--- src/rtl/one_hot_pkg.sv ---
// rtl/one_hot_pkg.sv - one-hot helpers shared by the one-hot mux, its arbiters and the demux
package one_hot_pkg;

    localparam int MAX_N = 32;
    localparam int IDX_W = $clog2(MAX_N);

    // Callers zero-extend narrower selects to MAX_N bits.
    function automatic bit is_onehot(input logic [MAX_N-1:0] v);
        return (v != '0) && ((v & (v - MAX_N'(1))) == '0);
    endfunction

    function automatic logic [IDX_W-1:0] onehot_to_idx(input logic [MAX_N-1:0] v);
        logic [IDX_W-1:0] idx;
        idx = '0;
        for (int i = 0; i < MAX_N; i++) begin
            if (v[i]) idx = IDX_W'(i);
        end
        return idx;
    endfunction

endpackage

--- src/rtl/one_hot_demux_if.sv ---
// rtl/one_hot_demux_if.sv - producer-side and per-lane consumer-side handshake bundle
interface one_hot_demux_if #(
    parameter int NUM_OUT = 4,
    parameter int DATA_W  = 8
);
    logic                      in_valid_i;
    logic [NUM_OUT-1:0]        in_sel_i;
    logic [DATA_W-1:0]         in_data_i;
    logic                      in_ready_o;
    logic [NUM_OUT-1:0]        out_valid_o;
    logic [NUM_OUT*DATA_W-1:0] out_data_o;
    logic [NUM_OUT-1:0]        out_ready_i;

    modport master (
        output in_valid_i, in_sel_i, in_data_i, out_ready_i,
        input  in_ready_o, out_valid_o, out_data_o
    );

    modport slave (
        input  in_valid_i, in_sel_i, in_data_i, out_ready_i,
        output in_ready_o, out_valid_o, out_data_o
    );
endinterface

--- src/rtl/one_hot_demux_slot.sv ---
// rtl/one_hot_demux_slot.sv - demux_slot: 1-entry valid/ready register slice for one output lane
module demux_slot #(
    parameter int DATA_W = 8
) (
    input  logic              clk,
    input  logic              reset,
    input  logic              load_i,
    input  logic [DATA_W-1:0] data_i,
    input  logic              ready_i,
    output logic              valid_o,
    output logic [DATA_W-1:0] data_o,
    output logic              free_o
);
    logic              valid_d, valid_q;
    logic [DATA_W-1:0] data_d, data_q;

    // A load while draining keeps valid high, giving one beat per cycle.
    always_comb begin
        valid_d = valid_q;
        data_d  = data_q;
        if (valid_q && ready_i) valid_d = 1'b0;
        if (load_i) begin
            valid_d = 1'b1;
            data_d  = data_i;
        end
    end

    always_ff @(posedge clk) begin
        if (reset) begin
            valid_q <= 1'b0;
            data_q  <= '0;
        end else begin
            valid_q <= valid_d;
            data_q  <= data_d;
        end
    end

    assign valid_o = valid_q;
    assign data_o  = data_q;
    assign free_o  = !valid_q || ready_i;
endmodule

--- src/rtl/one_hot_demux.sv ---
// rtl/one_hot_demux.sv - steers one input stream to one of NUM_OUT lanes by a per-beat one-hot select
module one_hot_demux
    import one_hot_pkg::*;
#(
    parameter int NUM_OUT = 4,
    parameter int DATA_W  = 8,
    parameter int CNT_W   = 8
) (
    input  logic             clk,
    input  logic             reset,
    one_hot_demux_if.slave   bus,
    output logic             err_o,
    output logic [CNT_W-1:0] err_cnt_o
);
    logic [NUM_OUT-1:0] slot_free;
    logic [NUM_OUT-1:0] slot_load;
    logic               legal;
    logic               accept;
    logic               err_d, err_q;
    logic [CNT_W-1:0]   err_cnt_d, err_cnt_q;

    // Illegal selects are always sunk so the producer can never deadlock on them.
    always_comb begin
        legal          = is_onehot(MAX_N'(bus.in_sel_i));
        bus.in_ready_o = legal ? |(bus.in_sel_i & slot_free) : 1'b1;
        accept         = bus.in_valid_i && bus.in_ready_o;
        slot_load      = (accept && legal) ? bus.in_sel_i : '0;
        err_d          = accept && !legal;
        err_cnt_d      = err_cnt_q;
        if (err_d && (err_cnt_q != '1)) err_cnt_d = err_cnt_q + CNT_W'(1);
    end

    always_ff @(posedge clk) begin
        if (reset) begin
            err_q     <= 1'b0;
            err_cnt_q <= '0;
        end else begin
            err_q     <= err_d;
            err_cnt_q <= err_cnt_d;
        end
    end

    for (genvar k = 0; k < NUM_OUT; k++) begin : g_lane
        demux_slot #(.DATA_W(DATA_W)) u_slot (
            .clk     (clk),
            .reset   (reset),
            .load_i  (slot_load[k]),
            .data_i  (bus.in_data_i),
            .ready_i (bus.out_ready_i[k]),
            .valid_o (bus.out_valid_o[k]),
            .data_o  (bus.out_data_o[k*DATA_W +: DATA_W]),
            .free_o  (slot_free[k])
        );
    end

    assign err_o     = err_q;
    assign err_cnt_o = err_cnt_q;
endmodule
--- src/flat_wrapper.sv ---
// flat-port wrapper written by rule: the top's interface ports become plain ports
module one_hot_demux_flat import one_hot_pkg::*;
#(
    parameter int NUM_OUT = 4,
    parameter int DATA_W  = 8,
    parameter int CNT_W   = 8
)
  (clk, reset, err_o, err_cnt_o, bus_in_valid_i, bus_in_sel_i, bus_in_data_i, bus_out_ready_i, bus_in_ready_o, bus_out_valid_o, bus_out_data_o);
  one_hot_demux_if #(.NUM_OUT(NUM_OUT), .DATA_W(DATA_W)) bus_i ();
  input  logic clk;
  input  logic reset;
  output logic err_o;
  output logic [CNT_W-1:0] err_cnt_o;
  input wire logic [$bits(bus_i.in_valid_i)-1:0] bus_in_valid_i;
  input wire logic [$bits(bus_i.in_sel_i)-1:0] bus_in_sel_i;
  input wire logic [$bits(bus_i.in_data_i)-1:0] bus_in_data_i;
  input wire logic [$bits(bus_i.out_ready_i)-1:0] bus_out_ready_i;
  output wire logic [$bits(bus_i.in_ready_o)-1:0] bus_in_ready_o;
  output wire logic [$bits(bus_i.out_valid_o)-1:0] bus_out_valid_o;
  output wire logic [$bits(bus_i.out_data_o)-1:0] bus_out_data_o;
  assign bus_i.in_valid_i = bus_in_valid_i;
  assign bus_i.in_sel_i = bus_in_sel_i;
  assign bus_i.in_data_i = bus_in_data_i;
  assign bus_i.out_ready_i = bus_out_ready_i;
  assign bus_in_ready_o = bus_i.in_ready_o;
  assign bus_out_valid_o = bus_i.out_valid_o;
  assign bus_out_data_o = bus_i.out_data_o;
  one_hot_demux #(.NUM_OUT(NUM_OUT), .DATA_W(DATA_W), .CNT_W(CNT_W)) u_core (.clk(clk), .reset(reset), .bus(bus_i), .err_o(err_o), .err_cnt_o(err_cnt_o));
endmodule
--- config.mk ---
export PLATFORM = sky130hd
export DESIGN_NAME = one_hot_demux_flat
export DESIGN_NICKNAME = d
export VERILOG_FILES = /design/src/rtl/one_hot_pkg.sv /design/src/rtl/one_hot_demux_if.sv /design/src/rtl/one_hot_demux_slot.sv /design/src/rtl/one_hot_demux.sv /design/src/flat_wrapper.sv
export SDC_FILE = /design/constraint.sdc
export NUM_CORES = 1
export LEC_CHECK = 0
export CORE_ASPECT_RATIO = 1.1
export CORE_UTILIZATION = 49
export CTS_CLUSTER_SIZE = 20
export DETAILED_ROUTE_END_ITERATION = 8
export PLACE_DENSITY = 0.85
export SKIP_LAST_GASP = 1
export SLEW_MARGIN = 20
export SYNTH_ARGS = -nofsm -noshare
export SYNTH_HDL_FRONTEND = slang
export SYNTH_SLANG_ARGS = --single-unit
--- constraint.sdc ---
create_clock -name clk -period 2.5 [get_ports clk]
set_input_delay 0.25 -clock clk [delete_from_list [all_inputs] [get_ports clk]]
set_output_delay 0.25 -clock clk [all_outputs]
set_load 0.03 [all_outputs]
==> tab_implementation.tex <==
\begin{tabular}{lr}
\hline
Metric & Value \\
\hline
\multicolumn{2}{l}{\textbf{GRT}} \\
\quad Gr usage total & 0.218 \\
\quad Wire length of the first global-routing pass & 7160 um \\
\quad Most used routing layer in global routing & met2 \\
\quad Antenna violations before repair & 0 \\
\quad GR Util met3 & 0.0839 \\
\quad Via count of the first global-routing pass & 1548 \\
\quad Overflow after GRT & 0 \\
\quad Maximum number of pins on one net before global-route repair & 29 \\
\quad Fraction of met1 tracks used by global routing & 0.257 \\
\quad Met2 track demand over resource in global routing & 0.361 \\
\multicolumn{2}{l}{\textbf{Run}} \\
\quad Max-Cap Viols & 0 \\
\multicolumn{2}{l}{\textbf{Synth}} \\
\quad Number of distinct standard cells referenced by the synthesized netlist & 41 \\
\quad Number of flops mapped to enable cells by yosys & 0 \\
\quad Warnings, synthesis & 0 \\
\quad Cell Area, Synth & 1970 sq um \\
\quad Cell with the most instances after synthesis & sky130\_fd\_sc\_hd\_\_dfxtp\_1 \\
\quad Share of the synthesized area in the top cell type & 0.456 \\
\quad Synthesis-stage register bit count & 45 \\
\quad Proportion of synthesized chip area in sequential cells & 0.456 \\
\quad Share of synthesized flip-flops with an asynchronous set or reset & 0 \\
\quad Nets in the synthesized netlist & 221 \\
\quad Synthesized netlist cell count & 201 \\
\quad Most frequent cells after synthesis & 45 x sky130\_fd\_sc\_hd\_\_dfxtp\_1, 33 x sky130\_fd\_sc\_hd\_\_mux2i\_1, 29 x sky130\_fd\_sc\_hd\_\_nand2\_1, 20 x sky130\_fd\_sc\_hd\_\_nand2b\_1, 8 x sky130\_fd\_sc\_hd\_\_nor2\_1 \\
\quad Leading area contributor after synthesis & sky130\_fd\_sc\_hd\_\_dfxtp\_1 \\
\quad Dominant synthesized flop cell & sky130\_fd\_sc\_hd\_\_dfxtp\_1 \\
\quad Largest cells by area after synthesis & sky130\_fd\_sc\_hd\_\_dfxtp\_1 46\%, sky130\_fd\_sc\_hd\_\_mux2i\_1 17\%, sky130\_fd\_sc\_hd\_\_nand2b\_1 6.3\% \\
\quad Mean post-synth cell area & 9.82 sq um \\
\multicolumn{2}{l}{\textbf{Clock network}} \\
\quad Cts bufs inserted & 5 \\
\quad Library cell used as clock root buffer & sky130\_fd\_sc\_hd\_\_clkbuf\_8 \\
\quad Clock slew at reported path FFs & 0.08 ns \\
\quad Clock tree buffer depth & 2 \\
\quad Resized cells post-CTS & 0 \\
\quad Postcts setup bufs & 0 \\
\quad Hold-fix buffers at CTS & 0 \\
\quad Number of H-tree levels & 2 \\
\quad Sink Count & 45 \\
\quad Worst-skew pair later-pin latency & 0.29 ns \\
\quad Clock tree from TritonCTS & done \\
\multicolumn{2}{l}{\textbf{Layout}} \\
\quad Total inserted antenna cells & 0 \\
\quad Layout Cell Area excl Fill & 2710 sq um \\
\quad Area added between synthesis and finish & 37.4\% \\
\quad Layout Nets & 281 \\
\quad Share of cells above drive strength 1 & 0.0766 \\
\multicolumn{2}{l}{\textbf{Drt}} \\
\quad Initial DRC count & 118 \\
\quad Pre-antenna DRT Iters & 4 \\
\quad Total via count after detailed routing & 1648 \\
\quad Post-detailed-routing wire length & 4450 um \\
\quad Antenna violation net count after detailed routing & 0 \\
\quad Final routed DRC violation total & 0 \\
\quad Vias per inst & 5.30 \\
\quad Routed wire per std cell & 14.3 um \\
\multicolumn{2}{l}{\textbf{Power}} \\
\quad Net switching power & 0.000321 W \\
\quad Leakage power summed over all cells & 1.11 nW \\
\quad Power per Cell Area & 495 nW/um\^{}2 \\
\quad Cell internal power dissipation & 0.00102 W \\
\quad Share of power burned in registers & 0.548 \\
\quad Logic pwr share & 0.120 \\
\quad Switch share & 0.239 \\
\quad Maximum VDD drop & 0.437 mV \\
\quad Clock power frac & 0.332 \\
\multicolumn{2}{l}{\textbf{Hold path}} \\
\quad Class of the tightest hold or removal check & flop to flop \\
\multicolumn{2}{l}{\textbf{Floorplan}} \\
\quad Die outline height & 68.6 um \\
\quad IO Pins & 65 \\
\quad Horizontal die dimension & 62.5 um \\
\quad Placeable core region & 3740 sq um \\
\quad Starting density of the core & 0.528 \\
\quad Die area & 4290 sq um \\
\quad Site Rows & 23 \\
\multicolumn{2}{l}{\textbf{Worst setup path}} \\
\quad Crit path capture type & output port \\
\quad Max Fanout on Critical Path & 7 \\
\quad Chain of cells forming the critical path & clkdlybuf4s50\_1 > or4b\_1 > o211ai\_1 > nand2\_1 > clkdlybuf4s50\_1 \\
\quad Path type of the worst setup path & input port to output port \\
\quad Required @ worst endpoint & 2.25 ns \\
\quad Kind of cell with the highest combined delay on the critical path & buffers and inverters \\
\quad Most frequent cell on the critical path & sky130\_fd\_sc\_hd\_\_clkdlybuf4s50\_1 \\
\quad R2r setup slk & 0.81 ns \\
\quad Critical path data arrival time & 2.13 ns \\
\quad Critical Path Slowest Stage Cell & sky130\_fd\_sc\_hd\_\_or4b\_1 \\
\quad Startpoint type of the worst setup path & input port \\
\quad Critical path's largest stage delay & 0.59 ns \\
\quad Total buffers and inverters traversed by the critical path & 2 \\
\multicolumn{2}{l}{\textbf{STA}} \\
\quad Number of endpoints with negative hold slack in the final report & 0 \\
\quad Tcrit/Tclk final & 0.952 \\
\quad Peak clock frequency supported by timing & 420 MHz \\
\quad Minimum clock period & 2.38 ns \\
\quad Max Slew Vio Count & 0 \\
\quad Setup repair after global routing missed its margin & no \\
\quad Largest clock skew in the final design & 0.00163 ns \\
\quad Setup total negative slack & 0 ns \\
\quad Headroom to the max-slew limit & 0.575 \\
\quad Final setup vio count & 0 \\
\quad Worst-Margin Slew & 0.637 ns \\
\multicolumn{2}{l}{\textbf{Status}} \\
\quad Status & finished clean \\
\multicolumn{2}{l}{\textbf{Placement}} \\
\quad Placed wire-length estimate after detailed placement & 3210 um \\
\quad Number of buffers added on ports & 64 \\
\quad Gpl congestion & 0.843 \\
\quad Area after DPL & 2620 sq um \\
\hline
\end{tabular}
-- worst reg2reg max path, stage by stage, from the launching register on --
cell and delay, ns:
sky130_fd_sc_hd__dfxtp_1 0.39, sky130_fd_sc_hd__ha_1 0.22, sky130_fd_sc_hd__nand2_1 0.09, sky130_fd_sc_hd__or4b_2 0.62, sky130_fd_sc_hd__o221a_2 0.26
-- stage by stage --
step / std cells / hold slack, ns / utilization / total power [W] / setup slack, ns
6_report: 311 / 0.464 / 0.725 / 0.00134 / 0.119
5_1_grt: 311 / 0.485 / 0.725 / 0.00140 / 0.0496
4_1_cts: 311 / 0.471 / 0.724 / 0.00136 / 0.127
3_5_place_dp: 304 / 0.454 / 0.701 / 0.000914 / 0.127
3_3_place_gp: 304 / 0.443 / 0.701 / 0.000912 / 0.138
2_1_floorplan: 201 / 0.453 / - / 0.000845 / 0.677
-- state kept, by name, indices dropped and copies added, names as in the netlist --
register                      cells
u_core.g_lane.u_slot.data_o      32
u_core.g_lane.u_slot.valid_o      4
u_core.err_o                      1
u_core.err_cnt_o                  8
-- metal layers --
| metal | vias up | part of all wire |
|---|---|---|
| met2 | 52 | 0.47 |
| met5 | - | 0 |
| met1 | 778 | 0.43 |
| met3 | 5 | 0.081 |
| li1 | 813 | - |
| met4 | 0 | 0.014 |
-- kinds of logic (layout without fill, tap and decap cells) --
| family | Yosys count | in the layout | synth area share |
|---|---|---|---|
| AOI/OAI and AO/OA | 24 | 24 | 0.0989 |
| xor gates and xnor gates | 1 | 1 | 0.00444 |
| adders and majority gates | 1 | 1 | 0.00634 |
| buffers and inverters | 19 | 79 | 0.0488 |
| DFF | 45 | 45 | 0.456 |
| muxes | 36 | 36 | 0.186 |
| and+or+nand+nor | 75 | 75 | 0.199 |
-- power by group through the flow --
stage,registers [W],logic [W],clock network (W)
2_1_floorplan,0.000774,0.0000718,0
3_3_place_gp,0.000753,0.000159,0
3_5_place_dp,0.000753,0.000162,0
4_1_cts,0.000736,0.000163,0.000457
5_1_grt,0.000738,0.000174,0.000484
6_report,0.000736,0.000162,0.000446
-- final timing paths --
kind | startpoint | end | cells past startpoint
hold / removal | u_core.g_lane[0].u_slot.data_o[2] | u_core.g_lane[0].u_slot.data_o[2] | 2
setup / recovery | bus_in_sel_i[0] | bus_in_ready_o | 5
hold reg to reg | u_core.g_lane[0].u_slot.data_o[2] | u_core.g_lane[0].u_slot.data_o[2] | 2
setup reg to reg | u_core.err_cnt_o[1] | u_core.err_cnt_o[6] | 4
-- cell usage in the layout (no fill, tap or decap), types with 2 or more instances in the layout --
cell type | netlist | routed
sky130_fd_sc_hd__mux2_1 | 2 | 2
sky130_fd_sc_hd__or2_2 | 2 | 2
sky130_fd_sc_hd__clkdlybuf4s50_1 | 0 | 64
sky130_fd_sc_hd__or4_1 | 2 | 2
sky130_fd_sc_hd__o2111ai_1 | 2 | 2
sky130_fd_sc_hd__mux2i_1 | 33 | 33
sky130_fd_sc_hd__a21oi_1 | 6 | 6
sky130_fd_sc_hd__nor2b_1 | 4 | 4
sky130_fd_sc_hd__a22o_1 | 2 | 2
sky130_fd_sc_hd__o41ai_1 | 2 | 2
sky130_fd_sc_hd__clkbuf_8 | 0 | 6
sky130_fd_sc_hd__inv_1 | 4 | 4
sky130_fd_sc_hd__dfxtp_1 | 45 | 45
sky130_fd_sc_hd__nand2b_1 | 20 | 20
sky130_fd_sc_hd__nand2_1 | 29 | 29
sky130_fd_sc_hd__nor2_1 | 8 | 8
sky130_fd_sc_hd__nand3_1 | 3 | 3
sky130_fd_sc_hd__buf_4 | 4 | 3
sky130_fd_sc_hd__a211oi_1 | 2 | 2
-- final cells by class --
cell class	instances	area, sq um
fillers	298	1030
multi-input cells	137	981
flip-flops and latches	45	901
repair buffers	67	663
clock buffers	7	86.3
well taps	50	62.6
inverters	5	18.8
Note: power is estimated with default switching activity, not from simulation.
